`config.mk`:
```
export PLATFORM = sky130hd
export DESIGN_NAME = wb_commit
export DESIGN_NICKNAME = d
export VERILOG_FILES = /design/src/rtl/wb_pkg.sv /design/src/rtl/wb_load_extract.sv /design/src/rtl/wb_commit.sv
export SDC_FILE = /design/constraint.sdc
export NUM_CORES = 1
export LEC_CHECK = 0
export CELL_PAD_IN_SITES_DETAIL_PLACEMENT = 0
export CELL_PAD_IN_SITES_GLOBAL_PLACEMENT = 1
export CORE_ASPECT_RATIO = 0.7
export CORE_MARGIN = 3
export CORE_UTILIZATION = 33
export DETAILED_ROUTE_END_ITERATION = 6
export GPL_TIMING_DRIVEN = 0
export PLACE_DENSITY_LB_ADDON = 0.1
export SYNTH_ARGS = -nofsm -noshare
export SYNTH_HDL_FRONTEND = slang
export SYNTH_HIERARCHICAL = 1
export SYNTH_SLANG_ARGS = --single-unit
```
`constraint.sdc`:
```
create_clock -name clk -period 13.15 [get_ports clk]
set_input_delay 2.63 -clock clk [delete_from_list [all_inputs] [get_ports clk]]
set_output_delay 2.63 -clock clk [all_outputs]
set_load 0.005 [all_outputs]
```
`src/rtl/wb_pkg.sv`:
```
// Shared definitions for the writeback commit stage: control-bus bit map,
// load-extract select encodings and the halt/resume state encoding.
package wb_pkg;

  localparam int CTL_REGWRITE = 0;
  localparam int CTL_MEMTOREG = 1;
  localparam int CTL_HIWRITE  = 2;
  localparam int CTL_LOWRITE  = 3;
  localparam int CTL_HILO64   = 4;
  localparam int CTL_CP0WRITE = 5;
  localparam int CTL_HALT     = 6;
  localparam int CTL_VALID    = 7;

  localparam logic [2:0] SEL_LW  = 3'd0;
  localparam logic [2:0] SEL_LB  = 3'd1;
  localparam logic [2:0] SEL_LBU = 3'd2;
  localparam logic [2:0] SEL_LH  = 3'd3;
  localparam logic [2:0] SEL_LHU = 3'd4;

  typedef enum logic [0:0] {
    WB_RUN    = 1'b0,
    WB_HALTED = 1'b1
  } wb_state_e;

endpackage

```
`src/rtl/wb_load_extract.sv`:
```
// Little-endian byte/halfword extraction from a raw memory read word.
// Unlisted select codes fall back to the full word; addr[0] is ignored for halfwords.
module wb_load_extract
  import wb_pkg::*;
(
  input  logic [2:0]  sel_i,
  input  logic [1:0]  addr_i,
  input  logic [31:0] word_i,
  output logic [31:0] data_o
);

  logic [7:0]  byte_sel;
  logic [15:0] half_sel;

  always_comb begin
    byte_sel = 8'h00;
    case (addr_i)
      2'd0:    byte_sel = word_i[7:0];
      2'd1:    byte_sel = word_i[15:8];
      2'd2:    byte_sel = word_i[23:16];
      default: byte_sel = word_i[31:24];
    endcase
    half_sel = addr_i[1] ? word_i[31:16] : word_i[15:0];
  end

  always_comb begin
    data_o = word_i;
    case (sel_i)
      SEL_LB:  data_o = {{24{byte_sel[7]}}, byte_sel};
      SEL_LBU: data_o = {24'h000000, byte_sel};
      SEL_LH:  data_o = {{16{half_sel[15]}}, half_sel};
      SEL_LHU: data_o = {16'h0000, half_sel};
      default: data_o = word_i;
    endcase
  end

endmodule

```
`src/rtl/wb_commit.sv`:
```
// Writeback commit stage: GPR/CP0/HI-LO write ports, retire counter, halt/resume FSM.
// Optional WB_HILO_BYPASS_EN adds hi_rd/lo_rd showing post-commit HI/LO combinationally.
//
// state  | meaning
// RUN    | instructions commit, adv=1
// HALTED | inputs ignored, adv=0 until resume
module wb_commit
  import wb_pkg::*;
#(
  parameter int CTRL_W = 34,
  parameter int CNT_W  = 32
) (
  input  logic              clk,
  input  logic              rset,
  input  logic [CTRL_W-1:0] ctrl_in,
  input  logic [4:0]        reg_w_in,
  input  logic [31:0]       alu_in,
  input  logic [31:0]       alu2_in,
  input  logic [31:0]       data_in,
  input  logic [31:0]       pc_in,
  input  logic [2:0]        sel_in,
  input  logic [63:0]       hilo_in,
  input  logic [31:0]       cp0_data_in,
  input  logic [4:0]        cp0_reg_in,
  input  logic              resume,
  output logic              adv,
  output logic              rf_we,
  output logic [4:0]        rf_waddr,
  output logic [31:0]       rf_wdata,
  output logic              cp0_we,
  output logic [4:0]        cp0_waddr,
  output logic [31:0]       cp0_wdata,
  output logic [31:0]       hi,
  output logic [31:0]       lo,
`ifdef WB_HILO_BYPASS_EN
  output logic [31:0]       hi_rd,
  output logic [31:0]       lo_rd,
`endif
  output logic [CNT_W-1:0]  retired,
  output logic              halted,
  output logic [31:0]       last_pc
);

  localparam logic [0:0] S_RUN    = WB_RUN;
  localparam logic [0:0] S_HALTED = WB_HALTED;

  logic [0:0]       state_q, state_d;
  logic             adv_q;
  logic             rf_we_q, rf_we_d;
  logic [4:0]       rf_waddr_q;
  logic [31:0]      rf_wdata_q, rf_wdata_d;
  logic             cp0_we_q, cp0_we_d;
  logic [4:0]       cp0_waddr_q;
  logic [31:0]      cp0_wdata_q;
  logic [31:0]      hi_q, hi_d, lo_q, lo_d;
  logic [CNT_W-1:0] retired_q;
  logic [31:0]      last_pc_q;
  logic [31:0]      load_data;
  logic             commit;

  logic unused_ctrl;
  assign unused_ctrl = ^ctrl_in[CTRL_W-1:8];

  wb_load_extract u_extract (
    .sel_i  (sel_in),
    .addr_i (alu_in[1:0]),
    .word_i (data_in),
    .data_o (load_data)
  );

  assign commit = ctrl_in[CTL_VALID] & (state_q == S_RUN);

  always_comb begin
    rf_we_d    = commit & ctrl_in[CTL_REGWRITE] & (reg_w_in != 5'd0);
    rf_wdata_d = ctrl_in[CTL_MEMTOREG] ? load_data : alu_in;
    cp0_we_d   = commit & ctrl_in[CTL_CP0WRITE];
  end

  // A 64-bit MULT/DIV result takes precedence over single MTHI/MTLO writes.
  always_comb begin
    hi_d = hi_q;
    lo_d = lo_q;
    if (commit) begin
      if (ctrl_in[CTL_HILO64]) begin
        hi_d = hilo_in[63:32];
        lo_d = hilo_in[31:0];
      end else begin
        if (ctrl_in[CTL_HIWRITE]) hi_d = alu2_in;
        if (ctrl_in[CTL_LOWRITE]) lo_d = alu2_in;
      end
    end
  end

  always_comb begin
    state_d = state_q;
    case (state_q)
      S_RUN:    if (commit && ctrl_in[CTL_HALT]) state_d = S_HALTED;
      S_HALTED: if (resume) state_d = S_RUN;
      default:  state_d = S_RUN;
    endcase
  end

  always_ff @(posedge clk or posedge rset) begin
    if (rset) begin
      state_q     <= S_RUN;
      adv_q       <= 1'b1;
      rf_we_q     <= 1'b0;
      rf_waddr_q  <= 5'd0;
      rf_wdata_q  <= 32'd0;
      cp0_we_q    <= 1'b0;
      cp0_waddr_q <= 5'd0;
      cp0_wdata_q <= 32'd0;
      hi_q        <= 32'd0;
      lo_q        <= 32'd0;
      retired_q   <= '0;
      last_pc_q   <= 32'd0;
    end else begin
      state_q  <= state_d;
      adv_q    <= (state_d == S_RUN);
      rf_we_q  <= rf_we_d;
      cp0_we_q <= cp0_we_d;
      hi_q     <= hi_d;
      lo_q     <= lo_d;
      if (rf_we_d) begin
        rf_waddr_q <= reg_w_in;
        rf_wdata_q <= rf_wdata_d;
      end
      if (cp0_we_d) begin
        cp0_waddr_q <= cp0_reg_in;
        cp0_wdata_q <= cp0_data_in;
      end
      if (commit) begin
        retired_q <= retired_q + 1'b1;
        last_pc_q <= pc_in;
      end
    end
  end

  assign adv       = adv_q;
  assign rf_we     = rf_we_q;
  assign rf_waddr  = rf_waddr_q;
  assign rf_wdata  = rf_wdata_q;
  assign cp0_we    = cp0_we_q;
  assign cp0_waddr = cp0_waddr_q;
  assign cp0_wdata = cp0_wdata_q;
  assign hi        = hi_q;
  assign lo        = lo_q;
  assign retired   = retired_q;
  assign halted    = (state_q == S_HALTED);
  assign last_pc   = last_pc_q;

`ifdef WB_HILO_BYPASS_EN
  assign hi_rd = hi_d;
  assign lo_rd = lo_d;
`endif

endmodule

```
# After elaboration in Yosys (flattened, before gate mapping)

Index checks and enable logic that the tools add are counted.

Output and inout port bits: 206
Word-level logic and storage cells: 43
Input port bits: 274
Flip-flop bits (word level): 206

Add/subtract/negate cells: 1
Eq/ne operators: 6
Multiplexer cells: 11
Reduce and logical (&&, ||, !) cells: 7
Bitwise gates (word level): 6

Operators with widths:

| kind                                                                   | number |
|---|---|
| 32-bit two-way mux                                                     | 5 |
| 32-bit case mux with 4 select lines                                    | 1 |
| 32-bit by 1-bit adder with 32-bit output (second input constant)       | 1 |
| 8-bit case mux with 3 select lines                                     | 1 |
| 16-bit two-way mux                                                     | 1 |
| 3-bit by 2-bit equality test with 1-bit output (second input constant) | 2 |
| 5-bit nonzero test                                                     | 1 |
| 1-bit bitwise AND                                                      | 4 |
| 2-bit AND reduction                                                    | 2 |
| 2-bit nonzero test                                                     | 2 |
| 3-bit by 1-bit equality test with 1-bit output (second input constant) | 1 |
| 3-bit equality test (second input constant)                            | 1 |
| 2-bit by 1-bit equality test with 1-bit output (second input constant) | 1 |
| 2-bit equality test (second input constant)                            | 1 |
| 2-bit logical NOT                                                      | 1 |
| 1-bit two-way mux                                                      | 2 |
| 1-bit NOT                                                              | 2 |
| 1-bit case mux with 2 select lines                                     | 1 |
| 1-bit logical AND                                                      | 1 |

# Longest topological paths before layout

Gate-level depths: netlist of run 1.

Word-level depth: 6
Gate-level depth with buffers: 9

# By module

Netlist of run 1, hierarchy kept.

Modules (own cells, without submodules):

| module          | cells each | times used | area each (sq um) |
|---|---|---|---|
| wb_commit       | 749        | 1          | 8565.7 |
| wb_load_extract | 182        | 1          | 1276.2 |

# Worst setup path after synthesis of run 1

Ideal clock, no wire load.

Path type: input port to flip-flop
Start: input port alu_in[0]
End: register rf_wdata_q[7] (netlist: rf_wdata[7])
Slack: 9.106 ns
Arrival time: 3.911 ns
Stages: 7
Path buffers: 2
Cells stage by stage: buf_6 mux4_2 buf_6 a22o_1 a21o_1 mux2i_1 o21ai_0

Word-level cells in the longest chain between the ends: 4
Elaborated cells between the ends (all ways): 6

RTL lines:

| what                                              | line                  | text |
|---|---|---|
| from (decl)                                       | wb_commit.sv:17       | `input logic [31:0] alu_in,` |
| 2-bit equality test, or another cell as far along | wb_load_extract.sv:17 | `case (addr_i)` |
| 8-bit case mux with 3 select lines *              | wb_load_extract.sv:17 |  |
| 32-bit case mux with 4 select lines *             | wb_load_extract.sv:28 | `case (sel_i)` |
| net load_data[7]                                  | wb_commit.sv:58       | `logic [31:0] load_data;` |
| 32-bit two-way mux *                              | wb_commit.sv:75       | `rf_wdata_d = ctrl_in[CTL_MEMTOREG] ? load_data : alu_in;` |
| to (signal assigned)                              | wb_commit.sv:126      | `rf_wdata_q <= rf_wdata_d;` |
| to (decl)                                         | wb_commit.sv:51       | `logic [31:0] rf_wdata_q, rf_wdata_d;` |

Mark *: on every way through the listed nets, which the timed path passes. The rest lies on a longest branch.
A chain may end at the register's enable or synchronous reset.

# Worst setup path after layout of run 1

Start: input port ctrl_in[7]
End: register last_pc_q[31] (netlist: last_pc[31])

Word-level cells in the longest chain between the ends: 1

RTL lines:

| what                 | line             | text |
|---|---|---|
| from (decl)          | wb_commit.sv:15  | `input logic [CTRL_W-1:0] ctrl_in,` |
| 1-bit bitwise AND    | wb_commit.sv:71  | `assign commit = ctrl_in[CTL_VALID] & (state_q == S_RUN);` |
| to (signal assigned) | wb_commit.sv:134 | `last_pc_q <= pc_in;` |
| to (decl)            | wb_commit.sv:57  | `logic [31:0] last_pc_q;` |

Every way passes these cells.

==> reports/qor.json, run 1 <==
{
  "status": {
    "outcome": "finished clean"
  },
  "timing": {
    "worst_clock_skew_ns": 0.0238,
    "finalSetupTns_ns": 0,
    "hold_slack_ns": 0.475,
    "timing_worst_slew_pin_value_ns": 0.961,
    "setup_repair_after_global_routing_missed_its_margin": "no",
    "slew-limit-headroom_pct": 35.9,
    "slew_violations": 0,
    "final_hold_viol_count": 0,
    "fmax_mhz": 219,
    "finalSetupViolCount": 0,
    "min_period_ns": 4.57,
    "layout_worst_path_cycle_share_pct": 34.8
  },
  "drt": {
    "drt-initial-drc-count": 499,
    "postRouteWirelength_um": 38100,
    "drc_errors": 0,
    "drt_pre_antenna_iters": 5,
    "via_count_of_the_routed_design": 8991,
    "avgRoutedWirePerCell_um": 21.1,
    "antenna_left": 0,
    "detail_route.vias_per_cell": 4.98
  },
  "clock_tree": {
    "clk_pin_slew_worst_paths_ns": 0.06,
    "cts_tree": "built",
    "max_buffers_root_to_sink": 3,
    "clkLatencyLatePin_ns": 0.53,
    "total_number_of_h_tree_levels": 1,
    "cts_hold_repair.buffers": 0,
    "cts-resized-gates": 0,
    "cts_inserted_buffers": 23,
    "numClockSinks": 206,
    "ctsRootBufferMaster": "clkbuf_16",
    "cts_setup_buffers": 0
  },
  "worst_setup_path": {
    "endpoint_kind": "flop",
    "critical_path.startpoint_type": "input pin",
    "critPathMaxFanout": 10,
    "cp_data_required_time_ns": 13.54,
    "worst-endpoint-arrival_ns": 4.96,
    "kind_of_critical_path": "input pin to flop"
  },
  "cells_and_area": {
    "area.growth.synth_to_final_pct": 59.4,
    "fin_nets": 1682,
    "final_layout_size_suffix_gt1_share_pct": 11.2,
    "final_cell_area_mm2": 0.0157
  },
  "synthesis": {
    "ys.flop_type": "dfrtp_1",
    "seq_area_frac_synth_pct": 52.4,
    "postSynthRegisterBits": 206,
    "netlist-cell-type-count": 64,
    "synth_most_common_cell": "dfrtp_1",
    "number_of_instances_in_the_synthesized_netlist": 931,
    "number_of_synthesis_warnings": 6,
    "post_synth_instance_area_mm2": 0.00984,
    "yosys-top-cells-area": "dfrtp_1 52%, mux2_2 8.5%, o21ai_0 6.1%, nand2_1 4.7%, a21oi_1 4.2%",
    "nets_in_the_synthesized_netlist": 1206,
    "synth_top_area_share_pct": 52.1,
    "synth.largest_area_cell": "dfrtp_1",
    "avgSynthCellArea_um2": 10.6,
    "synth.top_cells.by_count": "205 x dfrtp_1, 122 x nand2_1, 120 x o21ai_0",
    "number_of_enable_flip_flop_cells_after_synthesis": 0,
    "synthArstFlopShare_pct": 100
  },
  "place": {
    "hpwl_um": 29300,
    "gp_routability_congestion": 0.858,
    "port-buffer-count": 450,
    "placed_area_mm2": 0.0149
  },
  "grt": {
    "global_route.usage.total_pct": 23.1,
    "number_of_global_route_vias_before_repair": 9198,
    "globalRouteOverflowTotal": 0,
    "initial_antenna_violation_count": 6,
    "grt_max_degree": 123,
    "grt_pass1_wl_um": 56000
  },
  "floorplan": {
    "floorplan.initialDensity_pct": 33.8,
    "core_region_area_mm2": 0.0291,
    "dieArea_mm2": 0.0320,
    "cell_row_count": 52,
    "die-height_um": 150,
    "floorplan.die.width_um": 212,
    "boundaryPins": 480
  },
  "power_and_ir_drop": {
    "power.density_cell_area_mw_per_mm2": 135,
    "worst_ir_drop_vdd_v": 0.000120,
    "leakagePower_uw": 0.00652
  },
  "worst_hold_path": {
    "min-delay-path-class": "flop to flop"
  },
  "run": {
    "max_cap_violations": 0
  }
}
## metrics by stage
| step | setup WS, ns | total power (µW) | util, % | instances |
|---|---|---|---|---|
| finish | 8.58 | 2130 | 53.8 | 1806 |
| CTS | 8.52 | 2160 | 53.8 | 1802 |
| global route | 8.50 | 2240 | 53.8 | 1805 |
| detailed placement | 7.98 | 1430 | 51.0 | 1760 |
| floorplan | 4.90 | 1020 | - | 931 |
| global placement | 1.63 | 1420 | 50.8 | 1759 |
## state kept, by name, indices dropped and copies added (netlist names)
name       cells
cp0_wdata     32
hi            32
last_pc       32
lo            32
retired       32
rf_wdata      32
cp0_waddr      5
rf_waddr       5
adv            1
cp0_we         1
halted         1
rf_we          1
## critical path, stage by stage
cell and delay (ns):
clkdlybuf4s50_1 0.57, nor2b_1 0.15, clkbuf_1 0.45, buf_2 0.40, buf_2 0.37, mux2_2 0.38
## cells in the final DEF (no fill, tap or decap), types with 8 or more instances in the layout
cell / instances
o221ai_1: 8
mux2_2: 74
a21oi_1: 82
nand2_1: 122
xnor2_1: 27
a22oi_1: 16
o21ai_1: 12
clkdlybuf4s50_1: 450
buf_2: 18
nor2_1: 9
o21ai_0: 120
nor2b_1: 44
clkbuf_16: 23
clkbuf_1: 38
mux2i_1: 35
nand3_1: 13
dfrtp_1: 205
nand4_1: 12
inv_1: 13
## report_power, final
group | internal, µW | switching, µW | total [µW] | leakage (µW)
sequential | 750 | 70.9 | 821 | 0.00256
clock | 437 | 273 | 710 | 0.000406
combinational | 360 | 235 | 595 | 0.00356
## per-layer routing
layer  vias up  track usage, %  routed length [µm]
li1       4261               -                   -
met1      4334            29.4               15400
met2       341            36.9               17800
met3        49            9.19                4180
met4         6            5.75                 762
met5         -               0                  34
## cell families (layout without fill, tap and decap cells)
kind of cell,count (synthesis),after routing,share of synthesized area [%]
xor+xnor,31,31,2.76
fa+ha+maj,1,1,0.127
buf+inv,80,573,3.86
mux,116,116,13.7
other cells,0,4,0
flops,206,206,52.4
simple gates,231,231,11.9
compound gates,266,266,15.3
## path summary, 6_finish.rpt
| kind | end | startpoint | depth (start not counted) | slack (ns) |
|---|---|---|---|---|
| setup / recovery | last_pc[31] | ctrl_in[7] | 6 | 8.58 |
| hold / removal | lo[26] | lo[26] | 2 | 0.47 |
| setup reg to reg | last_pc[31] | halted | 5 | 10.87 |
| hold reg to reg | lo[26] | lo[26] | 2 | 0.47 |
| max in group asynchronous | last_pc[1] | rset | 3 | 9.50 |
| min in group asynchronous | last_pc[10] | rset | 2 | 2.71 |
## final cells by class
| type | count | area (µm²) |
|---|---|---|
| Fill cell | 2633 | 13500 |
| Sequential cell | 206 | 5160 |
| Timing Repair Buffer | 451 | 4530 |
| Multi-Input combinational cell | 645 | 4310 |
| Clock buffer | 28 | 624 |
| Tap cell | 378 | 473 |
| Buffer | 65 | 324 |
| Clock inverter | 14 | 204 |
| Inverter | 15 | 63.8 |
| Antenna cell | 4 | 10.0 |
Note: power is estimated with default switching activity, not from simulation.
==> run 2: changes to the inputs <==
Settings changed: CORE_UTILIZATION 33 to 30.
Clock period 13.15 ns to 4.4 ns, I/O delays scaled along.
==> run 2 against run 1 <==
  * Die area is 9.7% higher
  * Critical path depth unchanged
  * Non-clock buffer count increased by 5
  * Largest power group unchanged
  * Hold slack lost 0.0015 ns
  * Sequential share of layout area is 0.16 points lower
  * Count of clock-buffer cells in the layout grew 7
  * Combinational power grew to 3.0 times the previous value
  * Utilization fell by 4.2 points
  * Sequential power grew to 3.0 times the previous value
  * Sequential cell count did not move
  * Register-to-register slack got worse by 8.9 ns
==> reports/qor.json, run 2 (synthesized netlist as in run 1, its figures left out) <==
{
  "floorplan": {
    "core_region_area": {"value": 0.0318, "unit": "mm²", "change": "+8.9%"},
    "cell_row_count": {"value": 54, "change": "+3.8%"},
    "floorplan.die.width": {"value": 222, "unit": "µm", "change": "+4.7%"},
    "die-height": {"value": 158, "unit": "µm", "change": "+4.7%"},
    "dieArea": {"value": 0.0351, "unit": "mm²", "change": "+9.7%"},
    "boundaryPins": {"value": 480, "change": "unchanged"},
    "floorplan.initialDensity": {"value": 31.0, "unit": "%", "change": "-2.8 points"}
  },
  "timing": {
    "timing_worst_slew_pin_value": {"value": 0.937, "unit": "ns", "change": "-0.0245 ns"},
    "min_period_ns": 2.83,
    "layout_worst_path_cycle_share_pct": 64.4,
    "finalSetupTns": {"value": 0, "unit": "ns", "change": "unchanged"},
    "worst_clock_skew": {"value": 0.0205, "unit": "ns", "change": "-0.00325 ns"},
    "finalSetupViolCount": {"value": 0, "change": "unchanged"},
    "slew_violations": {"value": 0, "change": "unchanged"},
    "slew-limit-headroom": {"value": 37.6, "unit": "%", "change": "+1.6 points"},
    "setup_repair_after_global_routing_missed_its_margin": "no",
    "fmax_mhz": 353,
    "final_hold_viol_count": {"value": 0, "change": "unchanged"}
  },
  "worst_setup_path": {
    "cell_by_cell_trace_of_the_critical_path": "clkdlybuf4s50_1 -> nor2b_1 -> clkbuf_1 -> buf_2 -> buf_2 -> mux2_2",
    "cp_data_required_time": {"value": 4.80, "unit": "ns", "change": "-8.74 ns"},
    "crit_path_max_incr_delay": {"value": 0.53, "unit": "ns", "change": "-0.04 ns"},
    "endpoint_kind": "flop",
    "critical_path.most_common_cell": "buf_2",
    "kind_of_critical_path": "input pin to flop",
    "critPathMaxFanout": {"value": 10, "change": "unchanged"},
    "slowest_stage": "clkdlybuf4s50_1",
    "critical_path.startpoint_type": "input pin",
    "worst-endpoint-arrival": {"value": 3.23, "unit": "ns", "change": "-1.73 ns"}
  },
  "drt": {
    "detail_route.vias_per_cell": {"value": 4.85, "change": "-2.5%"},
    "drc_errors": {"value": 0, "change": "unchanged"},
    "drt_pre_antenna_iters": {"value": 5, "change": "unchanged"},
    "drt-initial-drc-count": {"value": 445, "change": "-11%"},
    "avgRoutedWirePerCell": {"value": 21.3, "unit": "µm", "change": "+0.98%"},
    "via_count_of_the_routed_design": {"value": 9005, "change": "+0.16%"},
    "postRouteWirelength": {"value": 39600, "unit": "µm", "change": "+3.8%"},
    "antenna_left": {"value": 0, "change": "unchanged"}
  },
  "power_and_ir_drop": {
    "leakagePower": {"value": 0.00653, "unit": "µW", "change": "+0.14%"},
    "power.density_cell_area": {"value": 393, "unit": "mW/mm²", "change": "+190%"},
    "worst_ir_drop_vdd": {"value": 0.000269, "unit": "V", "change": "+120%"}
  },
  "clock_tree": {
    "ctsRootBufferMaster": "clkbuf_16",
    "clk_pin_slew_worst_paths": {"value": 0.06, "unit": "ns", "change": "about the same"},
    "total_number_of_h_tree_levels": {"value": 1, "change": "unchanged"},
    "cts_hold_repair.buffers": {"value": 0, "change": "unchanged"},
    "clkLatencyLatePin": {"value": 0.53, "unit": "ns", "change": "about the same"},
    "cts_tree": "built",
    "max_buffers_root_to_sink": {"value": 3, "change": "unchanged"},
    "cts_inserted_buffers": {"value": 24, "change": "+4.3%"},
    "cts_setup_buffers": {"value": 0, "change": "unchanged"},
    "numClockSinks": {"value": 206, "change": "unchanged"},
    "cts-resized-gates": {"value": 0, "change": "unchanged"}
  },
  "cells_and_area": {
    "fin_nets": {"value": 1688, "change": "+0.36%"},
    "final_layout_size_suffix_gt1_share": {"value": 11.2, "unit": "%", "change": "+0.015 points"},
    "area.growth.synth_to_final_pct": 60.2,
    "layout.cells.non_filler": {"value": 1856, "change": "+2.8%"},
    "mostFrequentLayoutCell": "clkdlybuf4s50_1",
    "fillerInstances": {"value": 3057, "change": "+16%"},
    "layout.cells.most_common_list": "450 x clkdlybuf4s50_1, 205 x dfrtp_1, 122 x nand2_1"
  },
  "grt": {
    "globalRouteOverflowTotal": {"value": 0, "change": "unchanged"},
    "number_of_global_route_vias_before_repair": {"value": 9258, "change": "+0.65%"},
    "global_route.usage.total": {"value": 21.7, "unit": "%", "change": "-1.3 points"},
    "grt_max_degree": {"value": 40, "change": "-67%"},
    "initial_antenna_violation_count": {"value": 5, "change": "-1"},
    "grt_pass1_wl": {"value": 58200, "unit": "µm", "change": "+3.9%"}
  },
  "worst_hold_path": {
    "min-delay-path-class": "flop to flop"
  },
  "place": {
    "gp_routability_congestion": {"value": 0.903, "change": "+5.2%"},
    "place_inst": {"value": 1807, "change": "+2.7%"},
    "port-buffer-count": {"value": 450, "change": "unchanged"},
    "hpwl": {"value": 31300, "unit": "µm", "change": "+6.7%"}
  },
  "run": {
    "max_cap_violations": {"value": 0, "change": "unchanged"}
  },
  "status": {
    "outcome": "finished clean"
  }
}
## run 2: critical path, delay by kind of cell
| kind | cells | cell delay [ns] |
|---|---|---|
| and+or+nand+nor | 1 | 0.14 |
| muxes | 1 | 0.38 |
| buffers and inverters | 4 | 1.84 |
## run 2: through the flow
step / utilization (%) / worst slack (ns) / hold WS (ns) / total power [µW] / area (µm²)
after detailed placement: 47.2 / 0.941 / 0.469 / 4290 / 15000
final: 49.7 / 1.57 / 0.474 / 6200 / 15800
after global placement: 46.8 / -1.15 / 0.462 / 4260 / 14900
after global routing: 49.7 / 1.43 / 0.503 / 6560 / 15800
after floorplan: - / 0.849 / 0.468 / 3050 / 9850
after CTS: 49.6 / 1.52 / 0.483 / 6310 / 15800
## run 2: final cells by class
cell class,instances,area [µm²],area share [%]
timing repair buffer,456,4620,29.3
tap,420,526,3.33
sequential,206,5160,32.7
antenna,5,12.5,0.0793
clock buffer,35,672,4.26
multi-input combinational,645,4310,27.3
inverter,15,60.1,0.381
clock inverter,9,91.3,0.579
buffer,65,324,2.05
## run 2: final timing paths
| check | endpoint | slack [ns] | from | cells after the start |
|---|---|---|---|---|
| worst max-delay path | last_pc[31] | 1.57 | ctrl_in[7] | 6 |
| worst min-delay path | rf_wdata[6] | 0.47 | rf_wdata[6] | 2 |
| worst max register to register | last_pc[31] | 2.02 | halted | 5 |
| worst min register to register | rf_wdata[6] | 0.47 | rf_wdata[6] | 2 |
| max in group asynchronous | adv | 2.81 | rset | 4 |
| min in group asynchronous | last_pc[22] | 0.73 | rset | 2 |
## run 2: layer usage
| metal | track usage (%) | wire length [µm] | share of wire, % | vias to the layer above |
|---|---|---|---|---|
| met5 | 0 | 0 | 0 | - |
| met4 | 6.17 | 988 | 2.5 | 0 |
| met3 | 8.33 | 3660 | 9.3 | 48 |
| met2 | 35.2 | 18600 | 47 | 320 |
| met1 | 27.4 | 16300 | 41 | 4360 |
| li1 | - | - | - | 4277 |
## run 2: report_power, final
group / internal (µW) / switching (µW) / leakage (µW) / total (µW)
clock: 1130 / 836 / 0.000378 / 1960
sequential: 2240 / 211 / 0.00256 / 2450
combinational: 1080 / 704 / 0.00359 / 1790
